[src/rtl/seq_pkg.sv]
// ============================================================================
// Module      : seq_pkg
// Description : Shared definitions for the serial frame generator.
//               Holds the generator state enum and the completed-frame
//               counter type.
// Revision    : 1.0 - initial release
// ============================================================================
`default_nettype none

package seq_pkg;

    // Width of the completed-frame counter
    localparam int c_FRAME_CNT_W = 16;

    // Generator state. GUARD is only reachable when the guard gap is built in.
    typedef enum logic [1:0] {
        IDLE  = 2'd0,
        SEND  = 2'd1,
        GUARD = 2'd2
    } state_t;

    typedef logic [c_FRAME_CNT_W-1:0] frame_cnt_t;

endpackage : seq_pkg

`default_nettype wire

[src/rtl/seq_gen_if.sv]
// ============================================================================
// Module      : seq_gen_if
// Description : Frame-request and serial-output bundle for seq_gen.
//               master : frame requester / bit-stream observer
//               slave  : the generator
//   in_valid  (m->s)  frame request valid
//   in_ready  (s->m)  generator can accept a frame
//   in_data   (m->s)  frame bits, bit len-1 sent first
//   in_len    (m->s)  number of bits to send (0..WIDTH, larger is clamped)
//   d         (s->m)  serial data bit
//   d_valid   (s->m)  d carries a driven bit this cycle
//   done      (s->m)  pulse on the last data bit of a frame
//   frame_cnt (s->m)  completed non-empty frame count
// Revision    : 1.0 - initial release
// ============================================================================
`default_nettype none

interface seq_gen_if
    import seq_pkg::*;
#(
    parameter int WIDTH = 8
) ();

    localparam int LW = $clog2(WIDTH) + 1;

    logic             in_valid;
    logic             in_ready;
    logic [WIDTH-1:0] in_data;
    logic [LW-1:0]    in_len;
    logic             d;
    logic             d_valid;
    logic             done;
    frame_cnt_t       frame_cnt;

    modport master (
        output in_valid,
        output in_data,
        output in_len,
        input  in_ready,
        input  d,
        input  d_valid,
        input  done,
        input  frame_cnt
    );

    modport slave (
        input  in_valid,
        input  in_data,
        input  in_len,
        output in_ready,
        output d,
        output d_valid,
        output done,
        output frame_cnt
    );

endinterface : seq_gen_if

`default_nettype wire

[src/rtl/seq_gen.sv]
// ============================================================================
// Module      : seq_gen
// Description : Serial frame generator. Accepts a frame (data + length) on a
//               valid/ready handshake and shifts the bits out MSB-of-frame
//               first, one per clock, on d/d_valid. done pulses with the last
//               bit and frame_cnt counts completed non-empty frames.
//   clk       rising-edge clock
//   reset     asynchronous, active-high reset
//   bus       seq_gen_if.slave (handshake, serial output, frame count)
// Config      : define SEQ_GEN_GUARD_EN to append GUARD_BITS zero bits
//               (d=0, d_valid=1) after every non-empty frame.
// Revision    : 1.0 - initial release
// ============================================================================
`default_nettype none

module seq_gen
    import seq_pkg::*;
#(
    parameter int WIDTH      = 8,
    parameter int GUARD_BITS = 3
) (
    input  wire logic clk,
    input  wire logic reset,
    seq_gen_if.slave  bus
);

    localparam int            LW          = $clog2(WIDTH) + 1;
    localparam logic [LW-1:0] c_WIDTH_LEN = LW'(WIDTH);
    localparam logic [LW-1:0] c_ONE       = LW'(1);

    // Elaboration-time range checks on the parameters
    if (WIDTH < 2 || WIDTH > 32) begin : g_bad_width
        $error("seq_gen: WIDTH must be in 2..32");
    end
    if (GUARD_BITS < 1 || GUARD_BITS > 15) begin : g_bad_guard
        $error("seq_gen: GUARD_BITS must be in 1..15");
    end

    state_t           r_state;
    state_t           w_state_nxt;
    logic [WIDTH-1:0] r_shift;
    logic [LW-1:0]    r_bit_cnt;
    frame_cnt_t       r_frame_cnt;
    logic [LW-1:0]    w_len;
    logic [LW-1:0]    w_shamt;
    logic             w_accept;
    logic             w_last_bit;

    // Oversized requests are clamped to the register width
    assign w_len      = (bus.in_len > c_WIDTH_LEN) ? c_WIDTH_LEN : bus.in_len;
    // Left-justify the frame so the first bit to send sits in the MSB
    assign w_shamt    = c_WIDTH_LEN - w_len;
    assign w_accept   = bus.in_valid && (r_state == IDLE);
    assign w_last_bit = (r_state == SEND) && (r_bit_cnt == c_ONE);

`ifdef SEQ_GEN_GUARD_EN
    localparam int            GW           = $clog2(GUARD_BITS + 1);
    localparam logic [GW-1:0] c_GUARD_LOAD = GW'(GUARD_BITS);

    logic [GW-1:0] r_guard_cnt;
    logic          w_guard_last;

    assign w_guard_last = (r_state == GUARD) && (r_guard_cnt == GW'(1));

    always_ff @(posedge clk or posedge reset) begin
        if (reset) begin
            r_guard_cnt <= '0;
        end else if (w_last_bit) begin
            r_guard_cnt <= c_GUARD_LOAD;
        end else if (r_state == GUARD) begin
            r_guard_cnt <= r_guard_cnt - GW'(1);
        end
    end
`endif

    // State register
    always_ff @(posedge clk or posedge reset) begin
        if (reset) begin
            r_state <= IDLE;
        end else begin
            r_state <= w_state_nxt;
        end
    end

    // Next state and outputs; d is forced low whenever d_valid is low
    always_comb begin
        w_state_nxt  = r_state;
        bus.in_ready = 1'b0;
        bus.d        = 1'b0;
        bus.d_valid  = 1'b0;
        bus.done     = 1'b0;
        case (r_state)
            IDLE: begin
                bus.in_ready = 1'b1;
                // A zero-length request is consumed without leaving IDLE
                if (w_accept && (w_len != '0)) begin
                    w_state_nxt = SEND;
                end
            end
            SEND: begin
                bus.d       = r_shift[WIDTH-1];
                bus.d_valid = 1'b1;
                bus.done    = w_last_bit;
                if (w_last_bit) begin
`ifdef SEQ_GEN_GUARD_EN
                    w_state_nxt = GUARD;
`else
                    w_state_nxt = IDLE;
`endif
                end
            end
`ifdef SEQ_GEN_GUARD_EN
            GUARD: begin
                bus.d_valid = 1'b1;
                if (w_guard_last) begin
                    w_state_nxt = IDLE;
                end
            end
`endif
            default: begin
                w_state_nxt = IDLE;
            end
        endcase
    end

    // Datapath: shift register, remaining-bit counter, frame counter.
    // Inputs are only sampled on the accept cycle, so later changes on the
    // request side cannot disturb a frame in flight.
    always_ff @(posedge clk or posedge reset) begin
        if (reset) begin
            r_shift     <= '0;
            r_bit_cnt   <= '0;
            r_frame_cnt <= '0;
        end else if (w_accept) begin
            r_shift   <= bus.in_data << w_shamt;
            r_bit_cnt <= w_len;
        end else if (r_state == SEND) begin
            r_shift   <= r_shift << 1;
            r_bit_cnt <= r_bit_cnt - c_ONE;
            if (w_last_bit) begin
                r_frame_cnt <= r_frame_cnt + 16'd1;
            end
        end
    end

    assign bus.frame_cnt = r_frame_cnt;

endmodule : seq_gen

`default_nettype wire

[src/flat_wrapper.sv]
// flat-port wrapper written by rule: the top's interface ports become plain ports
module seq_gen_flat import seq_pkg::*;
#(
    parameter int WIDTH      = 8,
    parameter int GUARD_BITS = 3
)
  (clk, reset, bus_in_valid, bus_in_data, bus_in_len, bus_in_ready, bus_d, bus_d_valid, bus_done, bus_frame_cnt);
  seq_gen_if #(.WIDTH(WIDTH)) bus_i ();
  input  wire logic clk;
  input  wire logic reset;
  input wire logic [$bits(bus_i.in_valid)-1:0] bus_in_valid;
  input wire logic [$bits(bus_i.in_data)-1:0] bus_in_data;
  input wire logic [$bits(bus_i.in_len)-1:0] bus_in_len;
  output wire logic [$bits(bus_i.in_ready)-1:0] bus_in_ready;
  output wire logic [$bits(bus_i.d)-1:0] bus_d;
  output wire logic [$bits(bus_i.d_valid)-1:0] bus_d_valid;
  output wire logic [$bits(bus_i.done)-1:0] bus_done;
  output wire logic [$bits(bus_i.frame_cnt)-1:0] bus_frame_cnt;
  assign bus_i.in_valid = bus_in_valid;
  assign bus_i.in_data = bus_in_data;
  assign bus_i.in_len = bus_in_len;
  assign bus_in_ready = bus_i.in_ready;
  assign bus_d = bus_i.d;
  assign bus_d_valid = bus_i.d_valid;
  assign bus_done = bus_i.done;
  assign bus_frame_cnt = bus_i.frame_cnt;
  seq_gen #(.WIDTH(WIDTH), .GUARD_BITS(GUARD_BITS)) u_core (.clk(clk), .reset(reset), .bus(bus_i));
endmodule
[config.mk]
export PLATFORM = sky130hd
export DESIGN_NAME = seq_gen_flat
export DESIGN_NICKNAME = d
export VERILOG_FILES = /design/src/rtl/seq_pkg.sv /design/src/rtl/seq_gen_if.sv /design/src/rtl/seq_gen.sv /design/src/flat_wrapper.sv
export SDC_FILE = /design/constraint.sdc
export NUM_CORES = 1
export LEC_CHECK = 0
export BUFFER_PORTS_ARGS = -buffer_cell sky130_fd_sc_hd__buf_4
export CORE_MARGIN = 4
export CORE_UTILIZATION = 31
export CTS_BUF_LIST = sky130_fd_sc_hd__clkbuf_4
export DETAILED_ROUTE_END_ITERATION = 10
export PLACE_DENSITY = 0.61
export SYNTH_ARGS = -nofsm -noshare
export SYNTH_HDL_FRONTEND = slang
export SYNTH_SLANG_ARGS = --single-unit
export TNS_END_PERCENT = 20
[constraint.sdc]
create_clock -name clk -period 1.8 [get_ports clk]
set_clock_uncertainty 0.05 [all_clocks]
set_input_delay 0.27 -clock clk [delete_from_list [all_inputs] [get_ports clk]]
set_output_delay 0.27 -clock clk [all_outputs]
set_load 0.02 [all_outputs]
==> flow_results.org, run 1 <==
** Synth
- The share of synthesized area in the top cell type comes to 0.450.
- In the synthesized netlist the async set-or-reset flop fraction comes to 1.00.
- When the netlist entered floorplanning its net count stood at 176.
- Cells taking the most area after synthesis :: sky130_fd_sc_hd__dfrtp_1 45%, sky130_fd_sc_hd__xnor2_1 6.0%, sky130_fd_sc_hd__mux2i_1 4.3%
- Cell count after synthesis :: 157
- Post-synth cell types :: 44
- Sequential fraction of the synthesis area :: 0.450
- Count of warnings emitted by yosys :: 0
- Primary flip-flop cell chosen by synthesis mapping :: sky130_fd_sc_hd__dfrtp_1
- Mean area per synthesized cell :: 10.3 um^2
- Cell area after synthesis :: roughly 1600 um^2
- Summed over all instances, the cell type with the most area after synthesis is sky130_fd_sc_hd__dfrtp_1.
- Post-synth EDFFs :: 0
- Number of synthesized register bits :: 29

** Power
- Pwr per Cell Area :: 970 nW/um^2
- Of the total power, combinational logic draws 0.389.
- Share of total power in the clock network :: 0.181
- Static leakage :: ~1.1 nW
- Switch Pwr :: 716 uW
- Peak supply drop :: 0.331 mV
- The internal power of the cells totals 1.33 mW.
- Sequential cell fraction of total power :: 0.430
- Sw frac :: 0.350

** Floorplanning
- I/O pin count :: 35
- Floorplan Core Area :: 4880 um^2
- The initial utilization of the core area, before any placement, comes to 0.331.
- In this run the horizontal extent of the chip is between 80 and 90 um.
- Measured along the y axis, the die boundary spans 80.1 um.
- Count of standard-cell rows :: 25
- The floorplan step defined a die boundary enclosing approximately 6400 um^2.

** Global routing
- Number of global-route vias before repair :: 1,261
- Overall track demand over capacity in global routing :: 0.116
- The initial antenna violation count came to 0.
- After global routing the overflow that remains totals 0.
- Entering global routing, the biggest net connects 30 pins.
- The first global-routing pass estimated approximately 5800 um of wire.

** Timing
- Post-layout worst setup margin :: 0.0673 ns
- Counting I/O delays and the setup requirement, the final critical path takes 1.73 ns.
- Setup violations remaining at the end of the flow were counted as 0.
- Slew at the pin closest to its max-slew limit :: 0.398 ns
- Hold Vio Cnt, Final :: 0
- Setup repair after global routing missed its margin :: true
- Total count of max-transition violations in the final report :: 0
- Rel. slew slack :: 0.732
- Static timing analysis puts the maximum clock frequency at 0.577 GHz.
- Post-route fraction of the period consumed by the critical path :: 0.963

** Clock network
- Clock tree from TritonCTS :: done
- Buffers inserted during clock tree synthesis total 5.
- Insertion delay of the later-clocked pin in the worst-skew pair :: 0.32 ns
- The clock drives 29 sinks.
- The tree is rooted in a sky130_fd_sc_hd__clkbuf_4.
- Number of buffers on the longest clock path :: 2
- Clk slew on worst S/H paths :: 0.09 ns
- The H-tree was split into 2 levels.

** Drt
- Number of nets with antenna violations after routing :: 0
- In the final routed layout, each cell accounts on average for 12.2 um.
- Remaining DRCs :: 0
- Summing over every cut layer, the via total after detailed routing is around 1,300.
- Count of routing violations after the opening detailed-route iteration :: 56
- Total Routed Length :: 3350 um
- Dividing the detail-routed via count by the number of cells gives 4.69.
- The first detailed-routing pass ran for 4 iterations.

** Final layout
- After the last flow step, the layout net total stands at 226.
- Fraction of final layout cells with drive strength greater than 1 :: 0.308
- Commonest non-fill, non-tap cell in the layout :: sky130_fd_sc_hd__buf_4
- Leaving out fill and tap cells, the most frequent cells in the layout are 46 x sky130_fd_sc_hd__buf_4, 29 x sky130_fd_sc_hd__dfrtp_1, 16 x sky130_fd_sc_hd__nand2_1.
- Count of placed standard cells in the final layout, fillers left out :: 275
- Count of inserted antenna diode cells :: 0
- From synthesis to final layout, the design area changed by 30.6%.

** Place
- The congestion estimate from routability-driven global placement came to about 0.77.
- Summed over all nets, the half-perimeter wirelength after detailed placement is approximately 2600 um.
- Post-Place Cells :: 266
- Before CTS, the worst setup slack after placement is 0.0213 ns.
- Number of port buffers :: 34

** Setup path
- STA classifies the critical path startpoint as a flop.
- The worst setup path is captured at an output port.
- The signal on the critical path passes through ha_1 > and4bb_2 > buf_6 > buf_6.
- Of all nets on the critical path, the largest fanout is 4.
- For the worst setup path, the data arrival time is 1.41 ns.
- The critical path is of the flop to output port type.
- The critical path contains buffers and inverters numbering 2 combined.
- Stages on worst setup path :: 4
- CP max-delay cell :: sky130_fd_sc_hd__dfrtp_1
- CP Data Required Time :: roughly 1.5 ns
- Measured in cells, the most critical reg-to-reg path has a length of 7.
- Largest incremental delay on the critical path :: approximately 0.39 ns
- The kind of cell with the highest combined delay along the critical path is flip-flops.
- By instance count, the cell type seen most on the critical path is sky130_fd_sc_hd__buf_6.

** Worst hold path
- Number of cells traversed by the worst hold path :: 3
- Hold Path Class :: input pin to flop

** Flow run
- Across the run, the number of max-cap violations was 0.

** Status
- The flow ran to the end, and the final reports show no timing, DRC or antenna violations.
==> cells by family (layout without fill, tap and decap cells) <==
group,Yosys count,count (layout),synth area share
adder cells (fa/ha/maj),4,4,0.0310
XOR/XNOR,16,16,0.0985
AND/OR/NAND/NOR,58,58,0.188
AO/OA/AOI/OAI,25,25,0.107
buffers and inverters,13,64,0.0388
flip-flops,29,29,0.450
multiplexers,12,12,0.0869
==> routing by layer <==
layer  wire length [um]  share of wire  global-route usage
met5                  0              0                   0
met4                 70          0.021              0.0557
met3                225          0.067              0.0303
met2               1360           0.41               0.161
met1               1690           0.51               0.164
==> Yosys cell counts (2+ instances only) <==
master / n
sky130_fd_sc_hd__nor3_1: 3
sky130_fd_sc_hd__a211o_1: 2
sky130_fd_sc_hd__buf_2: 2
sky130_fd_sc_hd__mux2_2: 3
sky130_fd_sc_hd__xor2_1: 4
sky130_fd_sc_hd__nand2b_1: 3
sky130_fd_sc_hd__nand4_1: 3
sky130_fd_sc_hd__ha_1: 4
sky130_fd_sc_hd__dfrtp_1: 29
sky130_fd_sc_hd__and2_1: 2
sky130_fd_sc_hd__a21oi_1: 9
sky130_fd_sc_hd__nor2_1: 10
sky130_fd_sc_hd__xnor2_1: 11
sky130_fd_sc_hd__nand2_1: 16
sky130_fd_sc_hd__inv_1: 6
sky130_fd_sc_hd__and3_1: 5
sky130_fd_sc_hd__o21a_1: 2
sky130_fd_sc_hd__nand3_1: 8
sky130_fd_sc_hd__mux2i_1: 7
sky130_fd_sc_hd__o21ai_0: 2
sky130_fd_sc_hd__clkbuf_1: 3
==> worst register-to-register path, stage by stage, from the launching register on <==
cell and delay (ns):
sky130_fd_sc_hd__dfrtp_1 0.38, sky130_fd_sc_hd__inv_1 0.07, sky130_fd_sc_hd__ha_1 0.13, sky130_fd_sc_hd__and4bb_2 0.27
sky130_fd_sc_hd__and2_1 0.15, sky130_fd_sc_hd__and3_2 0.26, sky130_fd_sc_hd__nand4_1 0.13, sky130_fd_sc_hd__xnor2_1 0.14
==> flip-flops by register name, indices dropped and copies added, names as in the netlist <==
register and flops:
u_core.bus.frame_cnt 16, u_core.r_shift 8, u_core.r_bit_cnt 4, u_core.r_state 1
==> metrics by stage <==
stage	area [um^2]	hold WS, ns	util	total power, mW	TNS (ns)
3_5_place_dp	2040	0.320	0.417	1.68	0
6_report	2110	0.239	0.432	2.04	0
4_1_cts	2100	0.234	0.430	2.06	0
5_1_grt	2110	0.230	0.432	2.21	-0.0169
2_1_floorplan	1610	0.298	-	1.38	0
3_3_place_gp	2040	0.320	0.417	1.68	0
==> worst paths after layout <==
kind                                                           start                              endpoint  slack (ns)
worst max register to register       u_core.r_bit_cnt[1]$_DFFE_PP0P_  u_core.bus.frame_cnt[10]$_DFFE_PP0P_        0.10
max in group asynchronous                                      reset  u_core.bus.frame_cnt[10]$_DFFE_PP0P_        0.91
worst max-delay path                 u_core.r_bit_cnt[0]$_DFFE_PP0P_                              bus_done        0.07
worst min-delay path                                  bus_in_data[0]         u_core.r_shift[0]$_DFFE_PP0P_        0.24
worst min register to register  u_core.bus.frame_cnt[15]$_DFFE_PP0P_  u_core.bus.frame_cnt[15]$_DFFE_PP0P_        0.44
min in group asynchronous                                      reset  u_core.bus.frame_cnt[13]$_DFFE_PP0P_        0.52
==> power groups by stage <==
stage	sequential [mW]	clock (mW)	combinational (mW)
after global routing	0.900	0.423	0.886
final	0.877	0.370	0.795
after global placement	0.891	0	0.792
after floorplan	0.914	0	0.465
after detailed placement	0.889	0	0.796
after CTS	0.878	0.386	0.798
==> cell type report <==
cell class                 count  area, um^2
inverter                       6        22.5
clock inverter                 3        12.5
clock buffer                   5        37.5
sequential                    29         726
tap                           67        83.8
timing repair buffer          50         398
fill                         513        2770
multi-input combinational    115         826
==> timing repair <==
| item | CTS | global route |
|---|---|---|
| hold buffers | 1 | 0 |
| endpoints found under the hold margin | 29 | 0 |
| gates resized for setup | 0 | 4 |
| setup buffers | 0 | 0 |
| endpoints found under the setup margin | 0 | 7 |
Note: power is estimated with default switching activity, not from simulation.
==> run 2: changes to the inputs <==
--- a/config.mk
+++ b/config.mk
@@ -6,6 +6,7 @@
 export NUM_CORES = 1
 export LEC_CHECK = 0
 export BUFFER_PORTS_ARGS = -buffer_cell sky130_fd_sc_hd__buf_4
+export CORE_ASPECT_RATIO = 0.8
 export CORE_MARGIN = 4
 export CORE_UTILIZATION = 31
 export CTS_BUF_LIST = sky130_fd_sc_hd__clkbuf_4
==> flow_results.org, run 2 (same netlist as run 1, synthesis figures left out) <==
** Clock network
- The number of CTS-inserted buffers is 5 (unchanged).
- The clock transition at the registers of the reported paths is 0.09 ns (about the same).
- Clock tree from TritonCTS :: done
- Buffer cell driving the clock tree root :: sky130_fd_sc_hd__clkbuf_4
- Postcts setup bufs :: 0 (unchanged)
- The sink count of the clock tree came to 29 (unchanged).
- CTS H-Tree Depth :: 2 (unchanged)
- Insertion delay of the later-clocked pin in the worst-skew pair :: 0.32 ns (about the same)
- The number of buffers on the longest clock path is 2 (unchanged).

** Global routing
- The initial antenna violation count was 0 (unchanged).
- Maximum number of pins on one net before global-route repair :: 30 (unchanged)
- Remaining global-route overflow :: 0 (unchanged)
- The wire length of the first global-routing pass is 5920 um (+1.9%).
- Number of global-route vias before repair :: 1,270 (+0.71%)
- The total routing usage reported by global routing came to 0.119 (+0.00327).

** Worst hold path
- The worst hold path begins at bus_in_data[0].
- The min-delay analysis places its worst path in the category input pin to flop.
- Hold Path Sink :: u_core.r_shift[0]$_DFFE_PP0P_
- Number of cells traversed by the worst hold path :: 3 (unchanged)

** Timing
- The shortest period the worst path allows came to 1.73 ns (+0.00192 ns).
- Hold Vio Cnt, Final :: 0 (unchanged)
- Post-Route Hold Slack :: 0.241 ns (+0.00169 ns)
- The post-route worst setup slack is 0.0654 ns (-0.00192 ns).
- The number of slew-limit violations in the final report was 0 (unchanged).
- Rel. slew slack :: 0.737 (+0.00519)
- Setup repair after global routing missed its margin :: true
- Slew at the pin closest to its max-slew limit :: 0.391 ns (-0.00772 ns)
- The share of the clock period used by the worst path after layout is 0.964 (+0.00107).
- The setup violation total in the final timing report came to 0 (unchanged).
- The fmax came to 0.577 GHz (-0.11%).

** Final layout
- Number of flip-flops in the largest register :: 16 (unchanged)
- Number of fill cells :: 504 (-1.8%)
- The utilization after layout came to 0.418 (-0.0132).
- The antenna diode count is 0 (unchanged).
- Fraction of final layout cells with drive strength greater than 1 :: 0.325 (+0.0177)
- Area added between synthesis and finish :: 30.6% (about the same)
- Commonest non-fill, non-tap cell in the layout :: sky130_fd_sc_hd__buf_4
- Final nets :: 228 (+0.88%)
- The number of non-filler instances in the completed layout is 271 (-1.5%).
- The top cell types in the final layout, fill and taps aside, are 49 x sky130_fd_sc_hd__buf_4, 29 x sky130_fd_sc_hd__dfrtp_1, 16 x sky130_fd_sc_hd__nand2_1.

** Drt
- The count of vias placed by the detailed router came to 1,295 (+0.31%).
- The number of DRC markers in iteration 0 is 84 (+50%).
- The count of nets left with antenna violations after detail routing is 0 (unchanged).
- The post-detailed-route DRC marker count is 0 (unchanged).
- Drt via density :: 4.78 (+1.8%)
- Total Routed Length :: 3560 um (+6.4%)
- The wire length per cell after detailed routing is 13.1 um (+8.0%).
- The total iterations of the first detailed-routing run is 4 (unchanged).

** Setup path
- The data arrival time of the critical path came to 1.41 ns (about the same).
- CP Max Fanout :: 4 (unchanged)
- In this run the critical register-to-register path is launched from u_core.r_bit_cnt[1]$_DFFE_PP0P_.
- The required arrival time at the worst endpoint is 1.48 ns (about the same).
- Worst Path Class, Setup :: flop to output port
- Flop-to-flop setup slack :: 0.11 ns (about the same)
- Worst setup EP type :: output port
- Launching element of the worst setup path :: u_core.r_bit_cnt[0]$_DFFE_PP0P_
- Critical Path Start Type :: flop
- Logic depth of the worst register-to-register path :: 7 (unchanged)
- End of the worst register-to-register path :: u_core.bus.frame_cnt[10]$_DFFE_PP0P_

** Power
- Pwr per Cell Area :: 979 nW/um^2 (+0.97%)
- Post-layout power :: 2.06 mW (+1.0%)
- The total leakage power was 1.06 nW (+0.17%).
- The worst vdd rail ir drop is 0.390 mV (+18%).

** Floorplanning
- The core footprint was 5040 um^2 (+3.2%).
- The die span in x came to 88.6 um (+11%).
- The number of placement rows is 23 (-8.0%).
- The vertical die dimension was 72.5 um (-9.5%).
- Starting density of the core :: 0.320 (-0.0103)
- I/O pin count :: 35 (unchanged)
- Die footprint :: 6430 um^2 (+0.11%)

** Place
- The total half-perimeter wirelength after legalization and detailed placement was 2740 um (+7.2%).
- Number of port buffers :: 34 (unchanged)
- The post-placement setup slack is -0.00855 ns (-0.0299 ns).
- Final RePlAce weighted congestion :: 0.774 (+0.83%)
- The cell total after placement came to 263 (-1.1%).

** Flow run
- Max capacitance violation total :: 0 (unchanged)

** Status
- Outcome :: completed
-- run 2: how the worst max path moves through the flow --
| stage | slack (ns) | depth (start not counted) | endpoint |
|---|---|---|---|
| floorplan | 0.04 | 7 | u_core.r_shift[7]$_DFFE_PP0P_ |
| CTS | 0.004 | 5 | bus_done |
| global route | -0.01 | 4 | bus_done |
| global placement | 0.04 | 7 | u_core.r_shift[1]$_DFFE_PP0P_ |
| detailed placement | -0.009 | 7 | u_core.r_shift[1]$_DFFE_PP0P_ |
| finish | 0.07 | 4 | bus_done |
-- run 2: timing repair --
action,in CTS,in global routing
endpoints found under the hold margin,29,0
hold buffers,1,0
gates cloned,0,0
pin swaps,1,1
endpoints found under the setup margin,1,7
resized for setup,2,5
-- run 2: where the power goes --
| part | total, mW | switching [mW] | internal [mW] |
|---|---|---|---|
| Sequential | 0.883 | 0.104 | 0.778 |
| Combinational | 0.805 | 0.398 | 0.407 |
| Clock | 0.375 | 0.218 | 0.157 |
-- run 2: metal layers --
layer,GRT usage,up-vias,part of all wire,wire length [um]
li1,-,656,-,-
met1,0.165,616,0.49,1750
met2,0.182,18,0.47,1670
met3,0.0204,5,0.026,92
met4,0.0503,0,0.015,52
met5,0,-,0,0
-- run 2: cell type report --
| cell class | instances | area [um^2] | share of cell area |
|---|---|---|---|
| timing repair buffer | 52 | 400 | 0.190 |
| clock buffer | 6 | 45.0 | 0.0214 |
| sequential | 29 | 726 | 0.344 |
| clock inverter | 1 | 3.75 | 0.00178 |
| multi-input combinational | 115 | 832 | 0.395 |
| inverter | 6 | 22.5 | 0.0107 |
| tap | 62 | 77.6 | 0.0368 |
-- run 2: per-stage QoR --
step,cell area [um^2],TNS (ns)
6_report,2110,0
5_1_grt,2110,-0.0112
4_1_cts,2090,0
3_5_place_dp,2030,-0.00855
3_3_place_gp,2030,0
2_1_floorplan,1610,0
-- run 2: worst max-delay path, cell delays in order (launching register included) --
cell	delay, ns
sky130_fd_sc_hd__dfrtp_1	0.41
sky130_fd_sc_hd__ha_2	0.18
sky130_fd_sc_hd__and4bb_2	0.26
sky130_fd_sc_hd__buf_6	0.13
sky130_fd_sc_hd__buf_6	0.12
==> run 3: changes to the inputs <==
--- a/config.mk
+++ b/config.mk
@@ -8,10 +8,10 @@
 export BUFFER_PORTS_ARGS = -buffer_cell sky130_fd_sc_hd__buf_4
 export CORE_ASPECT_RATIO = 0.8
 export CORE_MARGIN = 4
-export CORE_UTILIZATION = 31
+export CORE_UTILIZATION = 50
 export CTS_BUF_LIST = sky130_fd_sc_hd__clkbuf_4
 export DETAILED_ROUTE_END_ITERATION = 10
-export PLACE_DENSITY = 0.61
+export PLACE_DENSITY = 0.86
 export SYNTH_ARGS = -nofsm -noshare
 export SYNTH_HDL_FRONTEND = slang
 export SYNTH_SLANG_ARGS = --single-unit
==> flow_results.org, run 3 (same netlist as run 1, synthesis figures left out) <==
** Status
- Outcome :: completed

** Timing
- Slew at the pin closest to its max-slew limit :: 0.413 ns (+0.0222 ns)
- Setup repair after global routing missed its margin :: true
- The shortest period the worst path allows is 1.78 ns (+0.0431 ns).
- The minimum hold slack came to 0.221 ns (-0.0201 ns).
- Endpoints failing setup :: 0 (unchanged)
- Highest clock frequency the design can meet :: 0.563 GHz (-2.4%)
- Rel. slew slack :: 0.722 (-0.0150)
- The number of slew-limit violations in the final report came to 0 (unchanged).
- The share of the clock period used by the worst path after layout is 0.988 (+0.0239).
- The final-report hold violation count was 0 (unchanged).

** Global routing
- Overall track demand over capacity in global routing :: 0.188 (+0.0690)
- The sum of overflow across all layers after global routing came to 0 (unchanged).
- The wire length of the first global-routing pass is 6070 um (+2.6%).
- Initial antenna violation count :: 0 (unchanged)
- Number of global-route vias before repair :: 1,342 (+5.7%)
- Maximum number of pins on one net before global-route repair :: 30 (unchanged)

** Flow run
- The number of max-cap violations came to 0 (unchanged).

** Floorplanning
- Horizontal die dimension :: 71.5 um (-19%)
- The number of placement rows was 18 (-22%).
- The number of top-level pins came to 35 (unchanged).
- The initial core utilization was 0.523 (+0.202).
- The vertical die dimension is 58.8 um (-19%).
- The core footprint was 3090 um^2 (-39%).
- Die footprint :: 4200 um^2 (-35%)

** Final layout
- Number of fill cells :: 236 (-53%)
- Commonest non-fill, non-tap cell in the layout :: sky130_fd_sc_hd__buf_4
- Fraction of final layout cells with drive strength greater than 1 :: 0.304 (-0.0214)
- The number of nets in the layout came to 222 (-2.6%).
- Count of inserted antenna diode cells :: 0 (unchanged)
- The library cells used most frequently in the layout, excluding fill and tap cells, are 44 x sky130_fd_sc_hd__buf_4, 29 x sky130_fd_sc_hd__dfrtp_1, 16 x sky130_fd_sc_hd__nand2_1.
- Area added between synthesis and finish :: 26.1%
- Number of flip-flops in the largest register :: 16 (unchanged)
- The final instance area was 2030 um^2 (-3.5%).

** Setup path
- The depth of the most critical reg-to-reg path is 7 (unchanged).
- The number of logic stages on the critical path including buffering was 4 (unchanged).
- Launching element of the worst setup path :: u_core.r_bit_cnt[0]$_DFFE_PP0P_
- Critical Path End :: bus_done
- Worst Path Class, Setup :: flop to output port
- Largest incremental delay on the critical path :: 0.40 ns (about the same)
- CP Max Fanout :: 3 (-1)
- The worst setup path is captured at an output port.
- CP max-delay cell :: sky130_fd_sc_hd__dfrtp_1
- Critical Path Start Type :: flop
- Crit-path cells :: ha_1 > and4bb_1 > buf_6 > buf_4
- Crit path buffers/inverters :: 2 (unchanged)
- The required arrival time at the worst endpoint came to 1.48 ns (about the same).
- Critical R2R Launch :: u_core.r_bit_cnt[1]$_DFFE_PP0P_
- The data arrival time of the critical path was 1.46 ns (+0.05 ns).
- Flop-to-flop setup slack :: 0.04 ns (-0.07 ns)
- End of the worst register-to-register path :: u_core.bus.frame_cnt[11]$_DFFE_PP0P_
- Grouping stages by cell kind, the critical path spends the most delay in flip-flops.

** Power
- The total power of the final layout was 2.05 mW (-0.38%).
- Peak supply drop :: 0.443 mV (+14%)
- Static leakage :: 1.03 nW (-2.7%)
- The ratio of total power to cell area is 1010 nW/um^2 (+3.2%).

** Clock network
- Buffer cell driving the clock tree root :: sky130_fd_sc_hd__clkbuf_4
- Clk slew on worst S/H paths :: 0.09 ns (about the same)
- The sink count of the clock tree came to 29 (unchanged).
- The number of levels the H-tree was split into is 2 (unchanged).
- Insertion delay of the later-clocked pin in the worst-skew pair :: 0.34 ns (+0.02 ns)
- The number of CTS-inserted buffers is 5 (unchanged).
- Clock tree from TritonCTS :: done
- The number of buffers on the longest clock path was 2 (unchanged).

** Worst hold path
- The tightest min-delay check is of the input pin to flop type.
- Hold Crit Start :: bus_in_valid

** Place
- Number of port buffers :: 34 (unchanged)
- The last weighted congestion value of the routability-driven placer came to 0.868 (+12%).
- Placement-stage cell area :: 1950 um^2 (-4.3%)
- Half-perimeter wire length of the detailed placement result :: 2690 um (-1.8%)

** Drt
- The number of DRC markers in iteration 0 is 124 (+48%).
- The wire length reported by the detailed router came to 3730 um (+4.7%).
- The count of vias placed by the detailed router was 1,349 (+4.2%).
- Average wire length per cell after detail routing :: 15.3 um (+16%)
- Detailed Routing Iterations Pass 1 :: 4 (unchanged)
- Number of nets with antenna violations after routing :: 0 (unchanged)
- The ratio of routed vias to standard cells is 5.53 (+16%).
- The post-detailed-route DRC marker count came to 0 (unchanged).
run 3: worst register-to-register path: cells and delay by family, from the launching register on:
family                   cells  cell delay [ns]
AND/OR/NAND/NOR              4             0.85
buffers and inverters        1             0.07
XOR/XNOR                     1             0.14
flip-flops                   1             0.40
adder cells (fa/ha/maj)      1             0.15
run 3: final cells by class:
cell class	instances	area, um^2	share of cell area
clock buffers	5	37.5	0.0185
clock inverters	3	12.5	0.00615
inverters	6	22.5	0.0111
multi-input cells	115	833	0.410
flip-flops and latches	29	726	0.357
well taps	40	50.0	0.0246
repair buffers	46	352	0.173
run 3: timing repair:
| item | 4_1_cts | 5_1_grt |
|---|---|---|
| hold buffers | 1 | 0 |
| endpoints found under the setup margin | 1 | 6 |
| buffers inserted | 2 | 0 |
| resized for setup | 4 | 2 |
| hold endpoints to repair | 29 | 0 |
run 3: worst min-delay path by stage:
stage	to	slack [ns]	depth (start not counted)
2_1_floorplan	u_core.bus.frame_cnt[0]$_DFFE_PP0P_	0.30	1
3_3_place_gp	u_core.bus.frame_cnt[10]$_DFFE_PP0P_	0.31	3
3_5_place_dp	u_core.bus.frame_cnt[12]$_DFFE_PP0P_	0.32	3
4_1_cts	u_core.r_state[0]$_DFFE_PP0P_	0.21	3
5_1_grt	u_core.r_state[0]$_DFFE_PP0P_	0.23	3
6_report	u_core.r_state[0]$_DFFE_PP0P_	0.22	3
run 3: where the power goes:
group          total (mW)  internal, mW  switching (mW)
sequential          0.892         0.778           0.113
combinational       0.781         0.381           0.400
clock               0.382         0.141           0.241
run 3: routing by layer:
| metal | GRT usage | part of all wire | vias up |
|---|---|---|---|
| met4 | 0.113 | 0.019 | 0 |
| li1 | - | - | 647 |
| met5 | 0 | 0 | - |
| met1 | 0.230 | 0.43 | 659 |
| met2 | 0.306 | 0.51 | 34 |
| met3 | 0.0410 | 0.035 | 9 |
run 3: metrics by stage:
step / std cells / worst slack (ns) / util / setup TNS, ns
after floorplan: 157 / 0.0412 / - / 0
after global placement: 233 / 0.0606 / 0.631 / 0
after detailed placement: 233 / 0.00375 / 0.631 / 0
after CTS: 244 / 0.0126 / 0.657 / 0
after global routing: 244 / -0.0449 / 0.659 / -0.0864
final: 244 / 0.0223 / 0.659 / 0
